===== config.mk =====
export PLATFORM = sky130hd
export DESIGN_NAME = btn_req_gen_flat
export DESIGN_NICKNAME = d
export VERILOG_FILES = /design/src/rtl/lfu_pkg.sv /design/src/rtl/btn_req_gen_if.sv /design/src/rtl/btn_debounce.sv /design/src/rtl/btn_req_gen.sv /design/src/flat_wrapper.sv
export SDC_FILE = /design/constraint.sdc
export NUM_CORES = 1
export LEC_CHECK = 0
export ABC_AREA = 1
export BUFFER_PORTS_ARGS = -buffer_cell sky130_fd_sc_hd__buf_2
export CAP_MARGIN = 5
export CELL_PAD_IN_SITES_DETAIL_PLACEMENT = 0
export CELL_PAD_IN_SITES_GLOBAL_PLACEMENT = 1
export CORE_ASPECT_RATIO = 0.8
export CORE_MARGIN = 8
export CORE_UTILIZATION = 40
export CTS_CLUSTER_SIZE = 20
export DETAILED_ROUTE_END_ITERATION = 12
export PLACE_DENSITY = 0.74
export SYNTH_ARGS = -nofsm -noshare
export SYNTH_HDL_FRONTEND = slang
export SYNTH_SLANG_ARGS = --single-unit

===== constraint.sdc =====
create_clock -name clk -period 3.15 [get_ports clk]
set_input_delay 0.63 -clock clk [delete_from_list [all_inputs] [get_ports clk]]
set_output_delay 0.63 -clock clk [all_outputs]
set_load 0.02 [all_outputs]

===== src/rtl/lfu_pkg.sv =====
// Shared definitions for the button request generator and the LFU it feeds.
package lfu_pkg;

    localparam int unsigned NUM_BTN        = 5;
    localparam int unsigned DEB_TICKS_DEF  = 3;
    localparam int unsigned FIFO_DEPTH_DEF = 4;

    typedef logic [2:0] btn_id_t;

    // Button index 0..NUM_BTN-1 maps to line id 1..NUM_BTN; id 0 means "none".
    function automatic btn_id_t btn_id(input int idx);
        return btn_id_t'(idx + 1);
    endfunction

endpackage


===== src/rtl/btn_req_gen_if.sv =====
// Request handshake between the button request generator and the LFU.
interface btn_req_gen_if;
    import lfu_pkg::*;

    logic    req_valid;
    btn_id_t req_id;
    logic    req_ready;

    modport master (output req_valid, output req_id, input  req_ready);
    modport slave  (input  req_valid, input  req_id, output req_ready);

endinterface


===== src/rtl/btn_debounce.sv =====
// Per-button 2-flop synchronizer, tick-sampled debouncer and rising-edge press pulse.
module btn_debounce
    import lfu_pkg::*;
#(
    parameter int unsigned DEB_TICKS = DEB_TICKS_DEF
) (
    input  logic clk,
    input  logic rst,
    input  logic tick,
    input  logic btn,
    output logic press
);

    localparam int unsigned CW = $clog2(DEB_TICKS + 1);

    logic [1:0]    sync_q;
    logic          stable_q;
    logic [CW-1:0] cnt_q;

    // The stable level flips on the DEB_TICKS-th consecutive differing tick sample.
    always_ff @(posedge clk or negedge rst) begin
        if (!rst) begin
            sync_q   <= '0;
            stable_q <= 1'b0;
            cnt_q    <= '0;
            press    <= 1'b0;
        end else begin
            sync_q <= {sync_q[0], btn};
            press  <= 1'b0;
            if (tick) begin
                if (sync_q[1] != stable_q) begin
                    if (cnt_q == CW'(DEB_TICKS - 1)) begin
                        stable_q <= sync_q[1];
                        cnt_q    <= '0;
                        press    <= sync_q[1];
                    end else begin
                        cnt_q <= cnt_q + CW'(1);
                    end
                end else begin
                    cnt_q <= '0;
                end
            end
        end
    end

endmodule


===== src/rtl/btn_req_gen.sv =====
// Debounced push-buttons -> pending mask -> priority arbiter -> request FIFO -> LFU handshake.
module btn_req_gen
    import lfu_pkg::*;
#(
    parameter int unsigned DEB_TICKS  = DEB_TICKS_DEF,
    parameter int unsigned FIFO_DEPTH = FIFO_DEPTH_DEF
) (
    input  logic          clk,
    input  logic          rst,
    input  logic          tick,
    input  logic          b1,
    input  logic          b2,
    input  logic          b3,
    input  logic          b4,
    input  logic          b5,
    btn_req_gen_if.master req,
    output logic          overflow
);

    localparam int unsigned PW = $clog2(FIFO_DEPTH);
    localparam int unsigned CW = PW + 1;

    logic [NUM_BTN-1:0] btns;
    logic [NUM_BTN-1:0] press;

    assign btns = {b5, b4, b3, b2, b1};

    for (genvar g = 0; g < NUM_BTN; g++) begin : g_btn
        btn_debounce #(.DEB_TICKS(DEB_TICKS)) u_deb (
            .clk   (clk),
            .rst   (rst),
            .tick  (tick),
            .btn   (btns[g]),
            .press (press[g])
        );
    end

    logic [NUM_BTN-1:0] pending_q, pending_d, grant;
    btn_id_t            mem [FIFO_DEPTH];
    logic [PW-1:0]      rd_ptr_q, rd_ptr_d, wr_ptr_q, wr_ptr_d;
    logic [CW-1:0]      cnt_q, cnt_d;
    logic               valid_q, valid_d;
    btn_id_t            id_q, id_d, push_id;
    logic               overflow_d;
    logic               full, push, pop;

    // Lowest pending index wins; outputs are precomputed from next FIFO state so they stay registered.
    always_comb begin
        grant   = '0;
        push_id = '0;
        for (int i = int'(NUM_BTN) - 1; i >= 0; i--) begin
            if (pending_q[i]) begin
                grant   = '0;
                grant[i] = 1'b1;
                push_id = btn_id(i);
            end
        end

        full = (cnt_q == CW'(FIFO_DEPTH));
        pop  = valid_q && req.req_ready;
        push = (|pending_q) && (!full || pop);

        pending_d  = (pending_q & ~(push ? grant : '0)) | (press & ~pending_q);
        overflow_d = overflow || (|(press & pending_q));

        rd_ptr_d = pop  ? rd_ptr_q + PW'(1) : rd_ptr_q;
        wr_ptr_d = push ? wr_ptr_q + PW'(1) : wr_ptr_q;

        unique case ({push, pop})
            2'b10:   cnt_d = cnt_q + CW'(1);
            2'b01:   cnt_d = cnt_q - CW'(1);
            default: cnt_d = cnt_q;
        endcase

        valid_d = (cnt_d != '0);
        if (!valid_d) begin
            id_d = '0;
        end else if (push && (wr_ptr_q == rd_ptr_d)) begin
            id_d = push_id;
        end else begin
            id_d = mem[rd_ptr_d];
        end
    end

    always_ff @(posedge clk or negedge rst) begin
        if (!rst) begin
            pending_q <= '0;
            rd_ptr_q  <= '0;
            wr_ptr_q  <= '0;
            cnt_q     <= '0;
            valid_q   <= 1'b0;
            id_q      <= '0;
            overflow  <= 1'b0;
        end else begin
            pending_q <= pending_d;
            rd_ptr_q  <= rd_ptr_d;
            wr_ptr_q  <= wr_ptr_d;
            cnt_q     <= cnt_d;
            valid_q   <= valid_d;
            id_q      <= id_d;
            overflow  <= overflow_d;
        end
    end

    // Storage needs no reset: validity is tracked entirely by the count.
    always_ff @(posedge clk) begin
        if (push) begin
            mem[wr_ptr_q] <= push_id;
        end
    end

    assign req.req_valid = valid_q;
    assign req.req_id    = id_q;

endmodule


===== src/flat_wrapper.sv =====
// flat-port wrapper written by rule: the top's interface ports become plain ports
module btn_req_gen_flat import lfu_pkg::*;
#(
    parameter int unsigned DEB_TICKS  = DEB_TICKS_DEF,
    parameter int unsigned FIFO_DEPTH = FIFO_DEPTH_DEF
)
  (clk, rst, tick, b1, b2, b3, b4, b5, overflow, req_req_valid, req_req_id, req_req_ready);
  btn_req_gen_if req_i ();
  input  logic clk;
  input  logic rst;
  input  logic tick;
  input  logic b1;
  input  logic b2;
  input  logic b3;
  input  logic b4;
  input  logic b5;
  output logic overflow;
  output wire logic [$bits(req_i.req_valid)-1:0] req_req_valid;
  output wire logic [$bits(req_i.req_id)-1:0] req_req_id;
  input wire logic [$bits(req_i.req_ready)-1:0] req_req_ready;
  assign req_req_valid = req_i.req_valid;
  assign req_req_id = req_i.req_id;
  assign req_i.req_ready = req_req_ready;
  btn_req_gen #(.DEB_TICKS(DEB_TICKS), .FIFO_DEPTH(FIFO_DEPTH)) u_core (.clk(clk), .rst(rst), .tick(tick), .b1(b1), .b2(b2), .b3(b3), .b4(b4), .b5(b5), .req(req_i), .overflow(overflow));
endmodule

Word level (Yosys, flattened, before mapping)
Memories as Yosys holds them, arrays and structs flattened. Cells that the tools add are included.

Logic and storage cells: 113. Bits in registers: 47. Output and inout port bits: 5. RAM bits: 12. Memories kept: 1.

Memory list: u_core.mem (words 4, bits a word 3, read ports 1, clocked after memory_dff 0, write ports 1, line btn_req_gen.sv:39) `btn_id_t mem [FIFO_DEPTH];`.

Muxes and demuxes: 42. Equal/unequal tests: 14. Reductions and logical operators: 14. Add/sub/neg operators: 9. Bitwise gates (word level): 6.

Operator list (count): $mux W5 (6); $mux W2 (11); $mux W3 (7); $mux W1 (17); $and A5 B5 Y5 (3); $reduce_and A3 Y1 (5); $add A2 B1 Y2 const B (7); $eq A2 B2 Y1 const B (6); $not A5 Y5 (2); $reduce_or A5 Y1 (2); $pmux W3 S2 (1); $ne A1 B1 Y1 (5); $or A5 B5 Y5 (1); $add A3 B1 Y3 const B (1); $eq A3 B3 Y1 const B (1); $logic_and A1 B1 Y1 (3); $reduce_bool A3 Y1 (1); $sub A3 B1 Y3 const B (1); $eq A2 B1 Y1 const B (1); $eq A2 B2 Y1 (1); $logic_or A1 B1 Y1 (2); $logic_not A1 Y1 (1).

Depth between registers and ports, before layout
Depth in word-level cells: 9. Depth in mapped cells: 13. Depth with buffers taken out: 13.

Modules after synthesis
From an unflattened synthesis, not the netlist that was laid out.

Cells, all modules: 306. Area total of the unflattened synthesis: 2798.9 um2.

By module, submodules not included: btn_req_gen (times used 1, cells each 171, area an instance 1547.7 um2, sequential area each 785.8 um2); btn_debounce (times used 5, cells each 27, area an instance 250.2 um2, sequential area each 150.1 um2).

Worst setup path before layout
No wires, ideal clock.

Path type: input to register. From: input req_req_ready. To: register u_core.id_q[0] (netlist: u_core.req.req_id[0]). Data arrival time: 1750 ps. Path buffers: 0. Cell stages on the path: 11. Setup slack: 1283 ps. Data required time: 3033 ps. Cell sequence: nand2_4 inv_1 nand2_4 inv_1 fa_1 inv_1 nand2_1 nand2_2 nand2_2 nor2_4 nor2_1.

Word-level cells in the longest chain between the ends: 7. Elaborated cells on any way between the ends: 13. Classes of those cells: eq/ne (3); mux (4); reduce/logical (5); memory (1).

RTL lines: start: declaration (line flat_wrapper.sv:20) `input wire logic [$bits(req_i.req_ready)-1:0] req_req_ready;`; $logic_and A1 B1 Y1 (*) (line btn_req_gen.sv:60) `pop = valid_q && req.req_ready;`; $logic_or A1 B1 Y1 (line btn_req_gen.sv:61) `push = (|pending_q) && (!full || pop);`; $logic_and A1 B1 Y1 (line btn_req_gen.sv:61); $eq A2 B1 Y1 or $eq A2 B2 Y1 (tied branches) (line btn_req_gen.sv:69) `unique case ({push, pop})`; $pmux W3 S2 (line btn_req_gen.sv:69); $reduce_bool A3 Y1 (line btn_req_gen.sv:75) `valid_d = (cnt_d != '0);`; $mux W3 (*) (line btn_req_gen.sv:76) `if (!valid_d) begin`; named net u_core.id_d[0] (line btn_req_gen.sv:43) `btn_id_t id_q, id_d, push_id;`; end signal: assignment (line btn_req_gen.sv:100) `id_q <= id_d;`; end: declaration (line btn_req_gen.sv:43).

Mark *: on every way through the listed nets, which the timed path passes. The rest lies on a longest branch. A chain may end at the register's enable or synchronous reset.

Final worst setup path
From: register u_core.pending_q[0]. To: register u_core.valid_q (netlist: u_core.req.req_valid).

Word-level cells in the longest chain between the ends: 5. Elaborated cells on any way between the ends: 6. Classes of those cells: eq/ne (2); mux (1); reduce/logical (3).

RTL lines: start: declaration (line btn_req_gen.sv:38) `logic [NUM_BTN-1:0] pending_q, pending_d, grant;`; start signal: assignment (line btn_req_gen.sv:95) `pending_q <= pending_d;`; $reduce_or A5 Y1 (*) (line btn_req_gen.sv:61); $logic_and A1 B1 Y1 (*) (line btn_req_gen.sv:61); $eq A2 B1 Y1 or $eq A2 B2 Y1 (tied branches) (line btn_req_gen.sv:69); $pmux W3 S2 (*) (line btn_req_gen.sv:69); $reduce_bool A3 Y1 (*) (line btn_req_gen.sv:75); named net u_core.valid_d (line btn_req_gen.sv:42) `logic valid_q, valid_d;`; end signal: assignment (line btn_req_gen.sv:99) `valid_q <= valid_d;`; end: declaration (line btn_req_gen.sv:42).

Marked as above.

==> flow_summary.json <==
{
  "status": "complete, no violations",
  "cap_violations": 0,
  "tightestPinTransition_ns": 0.513,
  "grt_first_pass_wirelength_um": 7580,
  "grt_max_degree": 32,
  "cts_tree": "built",
  "critPathBufInv": 3,
  "end_kind": "flip-flop",
  "vias": 1718,
  "numCtsBuffers": 9,
  "cts-resized-gates": 0,
  "dieArea_sq_um": 9600,
  "r2r_slack_ns": 1.23,
  "antennaDiodeCount": 0,
  "r2r_end": "u_core.req.req_valid",
  "drt_pass1_iterations": 7,
  "post-synth-top-count-cell": "dfrtp_1",
  "place_inst": 361,
  "powerDensity_nw_per_um2": 1080,
  "path_clk_slew_ns": 0.06,
  "ir_worst_vdd_uv": 326,
  "slew_viol_final": 0,
  "critical_path_class": "flip-flop to flip-flop",
  "grt_pass1_vias": 1717,
  "cp_max_fo": 7,
  "routed_wl_um": 4300,
  "yosys.area_share.simple_pct": 24.8,
  "drive_gt1_share_pct": 23.2,
  "min_path_type": "input pin to async pin",
  "synth_cell_types": 31,
  "syn_area_per_cell_sq_um": 10.2,
  "synth_cells": 264,
  "drtIter0Drc": 54,
  "worstPathRequired_ns": 3.37,
  "ant_nets": 0,
  "p_leak_nw": 1.51,
  "routabilityCongestion": 0.776,
  "wire_per_inst_um": 11.4,
  "cp-start-kind": "flip-flop",
  "synth_area_leaders": "dfrtp_1 (44%), edfxtp_1 (13%), inv_1 (5.9%)",
  "syn2layout_area_growth_pct": 14.8,
  "hold-worst-slack_ns": 0.208,
  "cts_root_buf": "clkbuf_8",
  "ys_seq_elements": 59,
  "dp_hpwl_um": 3150,
  "fin_cells": 377,
  "synth_warnings": 0,
  "pre_cts_ws_ns": 1.07,
  "muxShareOfSynthArea_pct": 1.49,
  "seq_area_frac_synth_pct": 57.3,
  "avgViaCountPerCell": 4.56,
  "synth_area_sq_um": 2680,
  "synth-xor-area-share_pct": 0.653,
  "rr_worst_depth": 12,
  "finalPower_mw": 3.34,
  "crit_path_top_delay_cell": "dfrtp_1",
  "crit_family": "simple AND/OR/NAND/NOR gates",
  "slowest_delay_ns": 0.47,
  "final_hold_viol_count": 0,
  "grt_usage_pct": 10.3,
  "synth_commonest_cells": "dfrtp_1 (47), inv_1 (42), nand2_1 (42)",
  "synth_ff_type": "dfrtp_1",
  "std_cell_rows": 26,
  "fp.dieW_um": 108,
  "min_period_ns": 1.92,
  "setup_viol": 0,
  "arrival_ns": 2.14,
  "post-route-period-util_pct": 60.9,
  "cts_hold_buf": 0,
  "setup_ws_ns": 1.23,
  "synth_top_area_share_pct": 43.8,
  "antenna_found_initial": 0,
  "die_y_um": 89.2,
  "grt_overflow": 0,
  "synth_compound_area_share_pct": 6.20,
  "skew_ns": 0.00710,
  "io-pin-count": 14,
  "port_buffers": 13,
  "tns_ns": 0,
  "nNetsFinal": 302,
  "finalCoreUtilization_pct": 47.8,
  "start_util_pct": 41.6,
  "cts_max_level": 3,
  "synth_edf_count": 12,
  "place_area_sq_um": 2860,
  "clock_latency_ns": 0.33,
  "clock.fmax_mhz": 521,
  "grt_setup_unrepaired": "false",
  "synthAdderAreaFrac_pct": 2.61,
  "drc": 0,
  "cp_cell_sequence": "nor2_4 -> nand2_2 -> nor2_4 -> nand2_4 -> inv_1 -> fa_1 -> inv_1 -> nand2_1 -> nand2_2 -> nand2_2 -> nor2_4 -> inv_1",
  "coreArea_sq_um": 6440,
  "synth_top_family_by_area": "simple AND/OR/NAND/NOR gates",
  "design_area_sq_um": 3080,
  "post_cts.repair.setup_buffers": 0,
  "relSlewSlack_pct": 65.7,
  "synthArstFlopShare_pct": 79.7,
  "cts_num_sinks": 59,
  "syn_nets": 278,
  "rr_startpoint": "u_core.pending_q[0]",
  "synth_top_area_cell": "dfrtp_1",
  "clockBufferDepth": 2
}
==> cell usage in the layout (no fill, tap or decap), types with 2 or more instances in the layout <==
master and count:
a21oi_1 8, o22ai_1 10, buf_2 13, nand3_4 2
clkbuf_8 11, nand3b_1 3, ha_1 4, inv_2 5
o21ai_0 7, nand3_2 2, nand3_1 17, nand2_2 16
nor3_1 4, nand2_1 42, edfxtp_1 12, a31oi_1 2
nor2_1 16, inv_1 42, dfrtp_1 47, nand2_4 5
nor2_4 5, mux2i_1 4
==> power breakdown <==
part / total (mW) / switching [mW] / internal [mW]
Clock: 0.739 / 0.284 / 0.455
Combinational: 1.34 / 0.868 / 0.472
Sequential: 1.26 / 0.164 / 1.09
==> layer usage <==
metal  part of all wire, %  global-route usage (%)  up-vias
met4                   2.4                    5.65        0
li1                      -                       -      891
met5                     0                       0        -
met2                    44                    16.0       24
met3                   4.7                    4.39        9
met1                    49                    11.9      794
==> cells by family (layout without fill, tap and decap cells) <==
family                   count (synthesis)  count (layout)
flip-flops                              59              59
AO/OA/AOI/OAI                           29              29
XOR/XNOR                                 2               2
multiplexers                             4               4
buffers and inverters                   49              78
adder cells (fa/ha/maj)                  5               5
AND/OR/NAND/NOR                        116             116
==> worst max path at each step <==
stage | end | start | cells after the start | slack, ns
after floorplan | u_core.req.req_id[0] | req_req_ready | 11 | 1.28
after global placement | u_core.req.req_id[1] | req_req_ready | 12 | 1.10
after detailed placement | u_core.req.req_id[1] | req_req_ready | 12 | 1.07
after CTS | u_core.req.req_valid | u_core.pending_q[0] | 12 | 1.24
after global routing | u_core.req.req_valid | u_core.pending_q[0] | 12 | 1.05
final | u_core.req.req_valid | u_core.pending_q[0] | 12 | 1.23
==> final cells by class <==
cell class / count / area, sq um
clock buffer: 13 / 180
inverter: 48 / 183
fill: 595 / 3360
multi-input combinational: 156 / 960
clock inverter: 3 / 42.5
tap: 84 / 105
sequential: 59 / 1540
timing repair buffer: 14 / 72.6
==> registers in the layout, indices dropped and copies added (netlist names) <==
signal                       flops
u_core.mem                      12
u_core.g_btn.u_deb.sync_q       10
u_core.g_btn.u_deb.press         5
u_core.g_btn.u_deb.stable_q      5
u_core.req.req_id                3
u_core.pending_q                 5
u_core.wr_ptr_q                  2
u_core.overflow                  1
u_core.rd_ptr_q                  2
u_core.cnt_q                     3
u_core.g_btn.u_deb.cnt_q        10
u_core.req.req_valid             1
==> worst reg2reg max path, delay by kind of cell (launching register included) <==
kind	cells	cell delay (ns)
buffers and inverters	3	0.18
DFF	1	0.47
adders and majority gates	1	0.40
and+or+nand+nor	8	0.75
(Power assumes the default switching activity.)
